**config.mk**
```make
export PLATFORM = sky130hd
export DESIGN_NAME = frame_ram_arbiter
export DESIGN_NICKNAME = d
export VERILOG_FILES = /design/src/rtl/ram_arb_pkg.sv /design/src/rtl/arb_pick.sv /design/src/rtl/frame_ram_arbiter.sv
export SDC_FILE = /design/constraint.sdc
export NUM_CORES = 1
export LEC_CHECK = 0
export CORE_ASPECT_RATIO = 1.5
export CORE_MARGIN = 2
export CORE_UTILIZATION = 27
export CTS_BUF_LIST = sky130_fd_sc_hd__clkbuf_8
export CTS_CLUSTER_DIAMETER = 60
export DETAILED_ROUTE_END_ITERATION = 8
export PLACE_DENSITY = 0.82
export RECOVER_POWER = 25
export SLEW_MARGIN = 10
export SYNTH_ARGS = -nofsm -noshare
export SYNTH_HDL_FRONTEND = slang
export SYNTH_SLANG_ARGS = --single-unit
```
**constraint.sdc**
```tcl
create_clock -name clk -period 2.4 [get_ports clk]
set_input_delay 0.24 -clock clk [delete_from_list [all_inputs] [get_ports clk]]
set_output_delay 0.24 -clock clk [all_outputs]
set_load 0.05 [all_outputs]
```
**src/rtl/ram_arb_pkg.sv**
```systemverilog
// Shared encodings for the frame RAM arbiter: FSM states, requester indices.
package ram_arb_pkg;
  localparam int N_REQ   = 3;
  localparam int REQ_CAM = 0;
  localparam int REQ_GS  = 1;
  localparam int REQ_FLT = 2;

  typedef enum logic {IDLE = 1'b0, OWN = 1'b1} arb_state_e;

  function automatic logic [1:0] gnt2idx(input logic [N_REQ-1:0] g);
    gnt2idx = g[REQ_FLT] ? 2'(REQ_FLT) : (g[REQ_GS] ? 2'(REQ_GS) : 2'(REQ_CAM));
  endfunction
endpackage

```
**src/rtl/arb_pick.sv**
```systemverilog
// Combinational winner select: camera first, then round-robin between
// grayscale and filter. Requesters in excl_i are not eligible.
module arb_pick
  import ram_arb_pkg::*;
(
  input  logic [N_REQ-1:0] req_i,
  input  logic [N_REQ-1:0] excl_i,
  input  logic [1:0]       rr_ptr_i,
  output logic [N_REQ-1:0] gnt_o,
  output logic             vld_o
);
  logic [N_REQ-1:0] cand;
  logic [1:0]       alt;

  assign cand  = req_i & ~excl_i;
  assign alt   = (rr_ptr_i == 2'(REQ_GS)) ? 2'(REQ_FLT) : 2'(REQ_GS);
  assign vld_o = |cand;

  always_comb begin
    gnt_o = '0;
    if (cand[REQ_CAM])       gnt_o[REQ_CAM]  = 1'b1;
    else if (cand[rr_ptr_i]) gnt_o[rr_ptr_i] = 1'b1;
    else if (cand[alt])      gnt_o[alt]      = 1'b1;
  end
endmodule

```
**src/rtl/frame_ram_arbiter.sv**
```systemverilog
// Three-way arbiter in front of a single-port frame RAM with bounded bursts.
// Define CAM_PREEMPT_EN to let the camera take the RAM from a current owner.
module frame_ram_arbiter
  import ram_arb_pkg::*;
#(
  parameter int ADDR_W    = 17,
  parameter int DATA_W    = 16,
  parameter int MAX_BURST = 16
) (
  input  logic                      clk,
  input  logic                      rst_n,
  input  logic [N_REQ-1:0]          req,
  input  logic [N_REQ-1:0]          we,
  input  logic [N_REQ*ADDR_W-1:0]   addr,
  input  logic [N_REQ*DATA_W-1:0]   wdata,
  output logic [N_REQ-1:0]          gnt,
  output logic [N_REQ-1:0]          rvalid,
  output logic [DATA_W-1:0]         rdata,
  output logic                      ram_en,
  output logic                      ram_we,
  output logic [ADDR_W-1:0]         ram_addr,
  output logic [DATA_W-1:0]         ram_wdata,
  input  logic [DATA_W-1:0]         ram_rdata
);
  localparam int              CNT_W = $clog2(MAX_BURST + 1);
  localparam logic [CNT_W-1:0] MAX_C = CNT_W'(MAX_BURST);

  arb_state_e       state_q, state_d;
  logic [N_REQ-1:0] gnt_q, gnt_d, rvalid_q, rvalid_d;
  logic [CNT_W-1:0] cnt_q, cnt_d;
  logic [1:0]       rr_q, rr_d;
  logic [1:0]       own_idx;
  logic             beat, last_beat, others, preempt, do_arb;
  logic [N_REQ-1:0] pick_gnt;
  logic             pick_vld;

  arb_pick u_pick (
    .req_i   (req),
    .excl_i  (gnt_q),
    .rr_ptr_i(rr_q),
    .gnt_o   (pick_gnt),
    .vld_o   (pick_vld)
  );

  assign own_idx   = gnt2idx(gnt_q);
  assign beat      = |(req & gnt_q);
  assign last_beat = cnt_q >= (MAX_C - CNT_W'(1));
  assign others    = |(req & ~gnt_q);

`ifdef CAM_PREEMPT_EN
  assign preempt = req[REQ_CAM] & ~gnt_q[REQ_CAM];
`else
  assign preempt = 1'b0;
`endif

  assign ram_en    = beat;
  assign ram_we    = beat & we[own_idx];
  assign ram_addr  = addr[own_idx*ADDR_W +: ADDR_W];
  assign ram_wdata = wdata[own_idx*DATA_W +: DATA_W];
  assign rdata     = ram_rdata;
  assign gnt       = gnt_q;
  assign rvalid    = rvalid_q;
  // Read owner is captured at the beat, so rvalid follows the old owner across a handover.
  assign rvalid_d  = (beat & ~we[own_idx]) ? gnt_q : '0;

  always_comb begin
    state_d = state_q;
    gnt_d   = gnt_q;
    cnt_d   = cnt_q;
    rr_d    = rr_q;
    do_arb  = 1'b0;
    case (state_q)
      IDLE: do_arb = |req;
      OWN: begin
        if (!beat) begin
          do_arb = 1'b1;
        end else begin
          if (cnt_q != MAX_C) cnt_d = cnt_q + CNT_W'(1);
          if ((last_beat && others) || preempt) do_arb = 1'b1;
        end
      end
      default: state_d = IDLE;
    endcase
    if (do_arb) begin
      gnt_d   = pick_gnt;
      state_d = pick_vld ? OWN : IDLE;
      cnt_d   = '0;
      if (pick_gnt[REQ_GS])       rr_d = 2'(REQ_FLT);
      else if (pick_gnt[REQ_FLT]) rr_d = 2'(REQ_GS);
    end
  end

  always_ff @(posedge clk) begin
    if (!rst_n) begin
      state_q  <= IDLE;
      gnt_q    <= '0;
      cnt_q    <= '0;
      rr_q     <= 2'(REQ_GS);
      rvalid_q <= '0;
    end else begin
      state_q  <= state_d;
      gnt_q    <= gnt_d;
      cnt_q    <= cnt_d;
      rr_q     <= rr_d;
      rvalid_q <= rvalid_d;
    end
  end
endmodule

```
==> results of run 1 <==
==> report_power, final <==
part | leakage [nW] | total [mW] | internal (mW) | switching [mW]
logic | 1.05 | 0.864 | 0.412 | 0.452
registers | 0.115 | 0.250 | 0.243 | 0.00717
clock network | 0.0288 | 0.233 | 0.146 | 0.0878
==> area by class of cell <==
class | instances | area share (%)
Multi-Input combinational cell | 154 | 34.5
Clock buffer | 4 | 1.73
Sequential cell | 14 | 8.87
Tap cell | 70 | 2.75
Inverter | 7 | 0.824
Timing Repair Buffer | 151 | 51.3
==> stage by stage <==
stage	setup slack (ns)	cells	util, %	power (mW)
after floorplan	0.0318	204	-	0.766
after global placement	0.221	396	58.5	1.12
after detailed placement	0.174	396	58.5	1.13
after CTS	0.247	400	59.5	1.36
after global routing	0.138	400	59.4	1.41
final	0.271	400	59.4	1.35
==> kinds of logic after synthesis <==
family                     synth area share [%]
muxes                                      23.6
DFF                                        18.9
and+or+nand+nor                            21.1
buffers and inverters                      13.7
AOI/OAI and AO/OA                          19.0
xor gates and xnor gates                   1.18
adders and majority gates                  2.53
==> cells in the final DEF, fill, tap and decap left out, drive strengths merged <==
cell type | netlist | routed
dfxtp | 14 | 14
or2b | 1 | 1
buf | 21 | 40
mux2i | 35 | 35
nor4b | 1 | 1
nand2 | 37 | 37
and3 | 2 | 2
nor2 | 8 | 8
o311ai | 1 | 1
nor2b | 3 | 3
or4 | 2 | 2
nand3 | 2 | 2
and2 | 3 | 3
a31o | 2 | 2
or2 | 1 | 1
a31oi | 1 | 1
nor3 | 2 | 2
or3 | 1 | 1
o32a | 1 | 1
clkbuf | 8 | 4
xnor2 | 2 | 2
and4 | 1 | 1
a211oi | 1 | 1
a21oi | 2 | 2
ha | 3 | 3
inv | 7 | 7
a21boi | 2 | 2
a222oi | 1 | 1
clkdlybuf4s50 | 0 | 111
o21ai | 37 | 37
nand2b | 2 | 2
==> flip-flops by register name (all words and copies together) (netlist names) <==
| register | count |
|---|---|
| state_q | 1 |
| gnt | 3 |
| rvalid | 3 |
| rr_q | 2 |
| cnt_q | 5 |
==> critical path: stages, from the launching register on <==
cell     delay, ns
dfxtp_2       0.33
buf_4         0.26
buf_4         0.41
mux2i_1       0.12
o21ai_0       0.31
buf_12        0.19
==> worst max path at each step <==
stage	slack, ns	start	depth (start not counted)	to
after floorplan	0.03	gnt[1]	3	ram_addr[1]
after global placement	0.22	req[2]	6	rr_q[1]
after detailed placement	0.17	req[2]	6	rr_q[1]
after CTS	0.25	gnt[1]	5	ram_addr[5]
after global routing	0.14	gnt[2]	5	ram_we
final	0.27	gnt[1]	5	ram_addr[5]
==> routing by layer <==
| layer | vias up | part of all wire, % | track usage [%] |
|---|---|---|---|
| met3 | 27 | 13 | 9.42 |
| li1 | 949 | - | - |
| met2 | 105 | 54 | 38.1 |
| met4 | 0 | 3.6 | 9.22 |
| met5 | - | 0 | 0 |
| met1 | 846 | 30 | 16.6 |
==> synth_stat cells, types with 3 or more instances <==
| cell type | number | area share (%) |
|---|---|---|
| clkbuf_1 | 8 | 2.0 |
| nor2b_1 | 3 | 1.3 |
| o21ai_0 | 36 | 12 |
| dfxtp_1 | 14 | 19 |
| and2_1 | 3 | 1.3 |
| nand2_1 | 37 | 9.4 |
| inv_1 | 7 | 1.8 |
| ha_1 | 3 | 2.5 |
| mux2i_1 | 35 | 24 |
| buf_4 | 16 | 8.1 |
| nor2_1 | 8 | 2.0 |
| buf_1 | 3 | 0.76 |
==> results, run 1 <==
- The final routed DRC violation total is 0.
- The net count after synthesis is 330.
- The global placer's final weighted congestion is 0.860.
- The number of antenna diodes in the final layout is 0.
- The number of port buffers is 147.
- At the pin with the least slew margin, the transition time is between 0.8 and 0.9 ns.
- The TritonCTS clock tree is yes.
- The remaining antenna violation count after routing is 0.
- After synthesis, the mean cell area works out to ~7.3 um2.
- The final hold violation count is 0.
- The setup slack of the most critical reg-to-reg path is 0.33 ns.
- The via count of the first global-routing pass is 1,993.
- The startpoint type of the worst setup path is a flop.
- The maximum level of the CTS H-tree is 1.
- The tree is rooted in a clkbuf_8.
- The startpoint of the worst hold path is rr_q[0].
- Counting along the longest clock path gives a buffer depth of 2.
- The standard-cell row count is 33.
- From bottom edge to top edge, the die measures between 90 and 100 um.
- The number of enable flip-flop cells after synthesis is 0.
- Measured in cells, the most critical reg-to-reg path has a length of 8.
- The count of final setup violators is 0.
- Between clock sinks in the finished design, the worst skew comes to approximately 0.0047 ns.
- Summed over all layers, the global routing overflow is 0.
- IR analysis of the VDD net gives a maximum drop of 0.211 mV.
- Across every metal layer, demand over resource in global routing totals 19.7%.
- The run finished with clean final reports.
- Synthesis inferred 14 register bits.
- The width of the die is 64.5 um.
- The final wirelength is 5.93 mm.
- The cell area power density is 423 mW/mm2.
- The clock transition at the registers of the reported paths is about 0.060 ns.
- The max-slew violation count was 0.
- In this run the cell area of the synthesized design comes to 0.00148 mm2.
- The share of the clock period used by the worst path after layout is 88.7%.
- The number of fillers in the final layout is 481.
- The worst register-to-register path ends at gnt[1].
- The path with the worst hold slack has its endpoint at rr_q[0].
- The startpoint identified for the worst register-to-register timing path is cnt_q[0].
- Compared with the post-synthesis result, the final layout area differs by 115%.
- The instance area after placement is 0.00314 mm2.
- The synthesized netlist cell count is 204.
- Entering global routing, the biggest net connects between 70 and 80 pins.
- The worst hold path belongs to the class reg2reg.
- The combined flip-flop and latch cell area is between 200 and 300 um2.
- The multi-input combinational cells in the finished layout cover a total of 0.00110 mm2.
- The worst setup path is captured at an output port.
- The shortest period the worst path allows is 2.13 ns.
- The first-pass detailed-route iteration total is 4.
- The type of the setup path with the least slack is reg2out.
- Dividing the detail-routed wire length by the instance count gives 14.8 um.
- The total number of nets in the final design is roughly 460.
- The number of top-level design ports is between 150 and 200.
- After clock tree synthesis, the flow added hold-fix buffers numbering 0.
- Summing all non-filler instances in the final layout gives an area of 0.00319 mm2.
- Data on the critical path arrives at its endpoint at 1.89 ns.
- Based on the critical path, the design can be clocked at up to 470 MHz.
- The first routing iteration left 77 violations.
- The setup total negative slack is 0 ns.
- The number of buffers inserted by post-CTS setup repair is 0.
- Along the worst path, the maximum fanout reaches 23.
- The relative slew slack is 45.8%.
- The final-layout worst hold slack is around 0.48 ns.
- The total clock buffers created by CTS is 3.
- The initial core utilization is 27.6%.
- The later pin in the worst-skew pair is clocked with a latency of 0.25 ns.
- For this design the static power due to leakage is 1.19 nW.
- Setup repair after global routing left no endpoint under its margin.
- The number of antenna violations at the first check in global routing is 0.
- Counting instances, the worst hold path has a depth of 2.
- Sequential elements use a little under a fifth of the synthesized area.
- Counting flops with an async set or reset pin after synthesis yields a share of 0%.
- Of the cells placed in the final design, the portion with a size suffix greater than 1 is 23.6%.
- At the worst endpoint, the required time is 2.16 ns.
- The HPWL after detailed placement is 5.04 mm.
- The clock net in this run drives a total of 14 sinks.
- The number of distinct library cells after synthesis is 35.
- The area inside the core boundary is 0.00537 mm2.
- After clock tree synthesis, the repair step resized 0 gates.
- The average vias per placed instance is 4.82.
- The first global-routing pass estimated about 9 mm of wire.
- The most frequently used flop master after synthesis is dfxtp_1.
- The total number of yosys warnings is 0.
- The routed via count is ~1.9k.
- The total die area is ~0.0061 mm2.
- Across the run, the number of max-cap violations was 0.
Note: power is estimated with default switching activity, not from simulation.
==> run 2, diff against run 1 <==
==> constraint.sdc (replaced) <==
create_clock -name clk -period 2.4 [get_ports clk]
set_input_delay 0.48 -clock clk [delete_from_list [all_inputs] [get_ports clk]]
set_output_delay 0.48 -clock clk [all_outputs]
set_load 0.05 [all_outputs]
==> results, run 2 (synthesis gave the netlist of run 1 again) <==
- The setup total negative slack was 0 ns (unchanged).
- The internal power consumption is 0.897 mW (+12%).
- The pin count of the biggest net entering global routing is 49 (-33%).
- The via count of the first global-routing pass came to 1,999 (+0.30%).
- The cell area after layout was 0.00350 mm2 (+9.7%).
- The overflow left after global routing is 0 (unchanged).
- The total routed wire length on the met1 layer is 2.01 mm (+14%).
- The antenna diode count was 0 (unchanged).
- The worst hold path belongs to the class reg2reg.
- The total buffers and inverters traversed by the critical path came to 3 (unchanged).
- The TritonCTS clock tree is yes.
- The average wire per cell in the routed design is 15.1 um (+2.2%).
- The number of buffers inserted by post-CTS setup repair is 0 (unchanged).
- Counting flops per register, the top entry is cnt_q.
- The count of final setup violators was 0 (unchanged).
- The routed via count is 1,947 (+1.0%).
- The global-route wire length before repair was 9.40 mm (+2.3%).
- The number of cells on the worst hold path came to 2 (unchanged).
- The reg-to-reg critical path startpoint is cnt_q[0].
- The final routed DRC violation total is 0 (unchanged).
- For hold timing, the worst endpoint is rr_q[0].
- The core utilization of the finished layout is 65.2% (+5.8 points).
- The number of cells traversed by the worst register-to-register path is 9 (+1).
- The remaining antenna violation count after routing is 0 (unchanged).
- The total number of nets in the final design came to 458 (+0.22%).
- The peak supply drop came to 0.254 mV (+20%).
- The commonest non-fill, non-tap cell in the layout is clkdlybuf4s50_1.
- The die outline height was 94.8 um (unchanged).
- The data arrival time of the worst path is 1.77 ns (-0.12 ns).
- The part of the total power dissipated in the clock network came to 15.4% (-1.9 points).
- The width of the die came to 64.5 um (unchanged).
- The type of the setup path with the least slack is in2out.
- The clock skew after layout is 0.000935 ns (-0.00372 ns).
- The number of flip-flops in the largest register is 5 (unchanged).
- The setup slack of the most critical reg-to-reg path came to 0.25 ns (-0.08 ns).
- In the layout the commonest cells are clkdlybuf4s50_1, nand2_1, buf_12.
- The static leakage is 1.29 nW (+8.7%).
- The standard-cell row count is 33 (unchanged).
- The worst setup path is captured at an output port.
- The average vias per placed instance is 4.86 (+0.79%).
- The switching portion of total power was 39.0% (-1.6 points).
- The global placer's final weighted congestion is 0.848 (-1.4%).
- The initial detailed-routing violation count is 82 (+6.5%).
- The number of fillers in the final layout is 456 (-5.2%).
- Setup repair after global routing left no endpoint under its margin.
- The run finished with clean final reports.
- The clock transition at the registers of the reported paths came to 0.05 ns (about the same).
- The initial core utilization came to 27.6% (unchanged).
- The startpoint type of the worst setup path is a primary input.
- The total die area is 0.00612 mm2 (unchanged).
- The buffer depth of the longest clock path is 2 (unchanged).
- The shortest period the worst path allows is 2.25 ns (+0.125 ns).
- Routed signal wires occupy layers up through met4.
- The routed wire length on met3 is 537 um (-28%).
- The power spent charging and discharging nets came to 0.573 mW (+4.8%).
- The largest fanout on the critical path came to 4 (-83%).
- The max-slew violation count is 0 (unchanged).
- The relative area change from synthesis to final layout is 136%.
- The slowest stage of the critical path is the clkdlybuf4s50_1 cell.
- The cell area power density is 420 mW/mm2 (-0.52%).
- The number of port buffers came to 147 (unchanged).
- The post-CTS resize count came to 0 (unchanged).
- The number of antenna violations at the first check in global routing was 0 (unchanged).
- The layout cell share with drive strength beyond 1 came to 24.5% (+0.83 points).
- The worst setup timing slack at the placement stage is 0.0372 ns (-0.137 ns).
- The HPWL after detailed placement is 5.18 mm (+2.9%).
- The combinational fraction of design power is 67.2% (+3.0 points).
- The part of the total power dissipated in sequential elements was 17.4% (-1.1 points).
- The startpoint identified for the worst hold timing path is rr_q[0].
- The max capacitance violation total was 0 (unchanged).
- The required time at the endpoint of the critical path is 1.92 ns (-0.24 ns).
- The instance area after placement was 0.00344 mm2 (+9.7%).
- The worst path setup slack after routing is 0.146 ns (-0.125 ns).
- The overall global routing resource usage came to 19.9% (+0.19 points).
- The final hold violation count is 0 (unchanged).
- The total clock buffers created by CTS is 3 (unchanged).
- The largest stage delay on the critical path is 0.45 ns (+0.04 ns).
- The area inside the core boundary came to 0.00537 mm2 (unchanged).
- The transition at the pin with the smallest max-transition slack was 0.616 ns (-0.198 ns).
- The final wirelength was 6.07 mm (+2.5%).
- The number of sinks on the clock net came to 14 (unchanged).
- The number of top-level design ports is 180 (unchanged).
- The relative slew slack is 58.9% (+13 points).
- The share of the clock period used by the worst path after layout is 93.9% (+5.2 points).
- The source-to-sink clock delay at the later pin of the worst-skew pair is 0.25 ns (about the same).
- The category of cells accounting for the largest share of critical-path delay is buffers and inverters.
- The critical path goes through clkdlybuf4s50_1 > a222oi_1 > buf_4 > nor2_1 > buf_12.
- In this run the clock root is driven by a clkbuf_8.
- The maximum level of the CTS H-tree is 1 (unchanged).
- The wire length on met2 was 3.37 mm (+5.1%).
- The first-pass detailed-route iteration total is 4 (unchanged).
- The fmax is 444 MHz (-5.5%).
- The total of hold buffers inserted after clock tree synthesis is 0 (unchanged).
- The critical path starts at req[2].
- The endpoint of the lowest-slack register-to-register path is cnt_q[4].
[run 2: changes by cell type in the layout (fill, tap and decap cells not counted), sizes merged]
| cell | before | now |
|---|---|---|
| clkdlybuf4s50 | 111 | 110 |
| buf | 40 | 42 |
[run 2: worst reg2reg max path: stages (launching register included)]
cell,delay [ns]
dfxtp_1,0.35
ha_1,0.22
and3_1,0.19
ha_1,0.17
or2_2,0.27
o32a_1,0.21
o21ai_4,0.14
buf_4,0.15
nand2_1,0.13
a211oi_1,0.22
[run 2: layout make-up]
type / count / area (um2) / area share (%)
clock buffer: 4 / 55.1 / 1.57
inverter: 7 / 26.3 / 0.751
multi-input combinational: 154 / 1160 / 33.3
sequential: 14 / 285 / 8.15
tap: 70 / 87.6 / 2.50
timing repair buffer: 152 / 1880 / 53.7
[run 2: worst max-delay path by stage]
| stage | end | slack [ns] | depth (start not counted) |
|---|---|---|---|
| 6_report | ram_we | 0.15 | 5 |
| 5_1_grt | ram_we | 0.07 | 5 |
| 4_1_cts | ram_we | 0.13 | 5 |
| 3_5_place_dp | rr_q[1] | 0.04 | 6 |
| 3_3_place_gp | rr_q[1] | 0.07 | 6 |
| 2_1_floorplan | ram_addr[12] | 0.02 | 4 |
[run 2: power by group through the flow]
stage	logic [mW]	registers [mW]	clock network, mW
2_1_floorplan	0.518	0.266	0
3_3_place_gp	0.980	0.260	0
3_5_place_dp	0.993	0.261	0
4_1_cts	0.997	0.256	0.235
5_1_grt	1.03	0.257	0.246
6_report	0.988	0.256	0.227
[run 2: layer usage]
layer	global-route usage, %	vias to the layer above
li1	-	954
met1	18.7	879
met2	39.6	94
met3	6.20	20
met4	7.09	0
met5	0	-
[run 2: metrics by stage]
stage	total power, mW	instances	hold WS [ns]
after floorplan	0.784	204	0.449
after global placement	1.24	397	0.460
after detailed placement	1.25	397	0.485
after CTS	1.49	401	0.494
after global routing	1.54	401	0.509
final	1.47	401	0.493
==> run 3, diff against run 2 <==
- CTS_CLUSTER_SIZE: unset -> 24
- clock period: 2.4 -> 2.35 ns (I/O delays scaled with it)
==> results, run 3 (synthesis gave the netlist of run 1 again) <==
- The global placer's final weighted congestion was 0.787 (-7.2%).
- The cell area power density came to 424 mW/mm2 (+0.76%).
- The transition at the pin with the smallest max-transition slack was 0.518 ns (-0.0978 ns).
- The most numerous cell type found on the critical path is buf_4.
- TritonCTS built the clock tree.
- The share of the clock period used by the worst path after layout is ~90%.
- The type of the setup path with the least slack is in2out.
- The static leakage is 1.28 nW (-0.90%).
- The first-pass detailed-route iteration total is 4 (unchanged).
- The final hold violation count is 0 (unchanged).
- The pin count of the biggest net entering global routing is 52 (+6.1%).
- The clock skew after layout is 0.00104 ns (+0.000102 ns).
- The relative area change from synthesis to final layout is 131%.
- The startpoint of the worst hold path is rr_q[0].
- The average vias per placed instance is 4.78 (-1.6%).
- The setup total negative slack is 0 ns (unchanged).
- The data arrival time of the worst path is 1.71 ns (-0.06 ns).
- The reg-to-reg critical path startpoint is cnt_q[0].
- The clock transition at the registers of the reported paths is 0.05 ns (about the same).
- Setup repair after global routing left no endpoint under its margin.
- More flip-flops sit in one register than any other, and that register is cnt_q.
- The average wire per cell in the routed design is 14.9 um (-2.0%).
- Leaving out fill and tap cells, the most frequent cells in the layout are clkdlybuf4s50_1, nand2_1, mux2i_1, buf_12, o21ai_2.
- The worst setup path is launched from a primary input.
- The number of port buffers is 147 (unchanged).
- The flow ran to the end, and the final reports show no timing, DRC or antenna violations.
- The instance area after placement is 0.00338 mm2 (-1.7%).
- The final routed DRC violation total came to 0 (unchanged).
- The required time at the endpoint of the critical path was 1.88 ns (-0.04 ns).
- The largest fanout on the critical path is 2 (-2).
- The total clock buffers created by CTS is 3 (unchanged).
- The total number of nets in the final design was 460 (+0.44%).
- The count of final setup violators is 0 (unchanged).
- The initial core utilization is 27.6% (unchanged).
- The cell area after layout came to 0.00343 mm2 (-2.1%).
- The buffer depth of the longest clock path is 2 (unchanged).
- The number of fillers in the final layout was 453 (-0.66%).
- The total of hold buffers inserted after clock tree synthesis is 0 (unchanged).
- Traced cell by cell, the critical path runs through clkdlybuf4s50_1 > a222oi_1 > buf_4 > nor2_1 > buf_4.
- The relative slew slack is 65.3% (+6.4 points).
- The global-route wire length before repair is 9.40 mm (about the same).
- The shortest period the worst path allows is around 2.2 ns.
- The number of sinks on the clock net was 14 (unchanged).
- In this run the worst setup path begins at req[2].
- The peak supply drop came to 0.279 mV (+9.7%).
- The largest stage delay on the critical path came to 0.42 ns (-0.03 ns).
- The standard-cell row count is 33 (unchanged).
- The slowest cell on the critical path is clkdlybuf4s50_1.
- The number of buffers inserted by post-CTS setup repair came to 0 (unchanged).
- The routed via count is 1,925 (-1.1%).
- The number of flip-flops in the largest register came to 5 (unchanged).
- The overall global routing resource usage is 20.1% (+0.16 points).
- The antenna diode count is 0 (unchanged).
- The max-slew violation count is 0 (unchanged).
- The number of top-level design ports came to 180 (unchanged).
- The post-CTS resize count was 0 (unchanged).
- The capturing element type of the critical path is an output port.
- The via count of the first global-routing pass came to 2,012 (+0.65%).
- The final wirelength was 5.99 mm (-1.5%).
- The layout cell share with drive strength beyond 1 is 24.3% (-0.15 points).
- The max capacitance violation total is 0 (unchanged).
- The initial detailed-routing violation count came to 54 (-34%).
- The library cell used most frequently in the layout, excluding fill and tap cells, is clkdlybuf4s50_1.
- The maximum level of the CTS H-tree is 1 (unchanged).
- The fmax is 459 MHz.
- The core utilization of the finished layout is 63.8% (-1.4 points).
- The HPWL after detailed placement came to 5.12 mm (-1.2%).
- The overflow left after global routing is 0 (unchanged).
- The number of antenna violations at the first check in global routing came to 0 (unchanged).
- The die outline height came to 94.8 um (unchanged).
- The area inside the core boundary is 0.00537 mm2 (unchanged).
- The width of the die is 64.5 um (unchanged).
- The source-to-sink clock delay at the later pin of the worst-skew pair was 0.25 ns (about the same).
- The total die area came to 0.00612 mm2 (unchanged).
- The remaining antenna violation count after routing was 0 (unchanged).
- The clock root buffer is clkbuf_8.
- The worst hold path belongs to the class reg2reg.
==> run 3: cell types whose count changed in the layout (fill, tap and decap cells not counted), sizes merged <==
cell	previous run	this run
clkbuf	4	3
inv	7	8
clkdlybuf4s50	110	111
buf	42	43
==> run 3: critical path: cells and delay by family <==
family,cells,cell delay [ns]
compound gates,1,0.41
simple gates,1,0.04
buf+inv,3,0.79
==> run 3: area by class of cell <==
type | count | area [um2] | share of cell area (%)
sequential | 14 | 285 | 8.33
tap | 70 | 87.6 | 2.56
inverter | 7 | 26.3 | 0.767
clock buffer | 3 | 41.3 | 1.21
multi-input combinational | 154 | 1110 | 32.4
clock inverter | 1 | 3.75 | 0.110
timing repair buffer | 154 | 1870 | 54.6
==> run 3: through the flow <==
stage | cells | setup slack, ns | hold slack, ns | total power, mW
CTS | 403 | 0.141 | 0.487 | 1.46
floorplan | 204 | 0.0702 | 0.449 | 0.786
detailed placement | 399 | 0.0194 | 0.477 | 1.26
global route | 403 | 0.0292 | 0.512 | 1.52
global placement | 399 | 0.0653 | 0.461 | 1.25
finish | 403 | 0.171 | 0.484 | 1.45
==> run 3: path summary, 6_finish.rpt <==
check             endpoint  cells after the start  slack (ns)
setup / recovery    ram_we                      5        0.17
hold / removal     rr_q[0]                      2        0.48
setup reg to reg  cnt_q[4]                      9        0.24
hold reg to reg    rr_q[0]                      2        0.48
==> run 3: power breakdown <==
group          switching (mW)  total (mW)  internal (mW)  leakage [nW]
Sequential             0.0161       0.263          0.247         0.115
Clock                  0.0891       0.205          0.116        0.0269
Combinational           0.474       0.982          0.508          1.14
Total                   0.579        1.45          0.872          1.28
==> run 3: per-layer routing <==
layer	vias up	part of all wire (%)	global-route usage, %
li1	955	-	-
met1	847	30	17.1
met2	105	56	39.8
met3	18	11	8.22
met4	0	2.7	8.69
met5	-	0	0
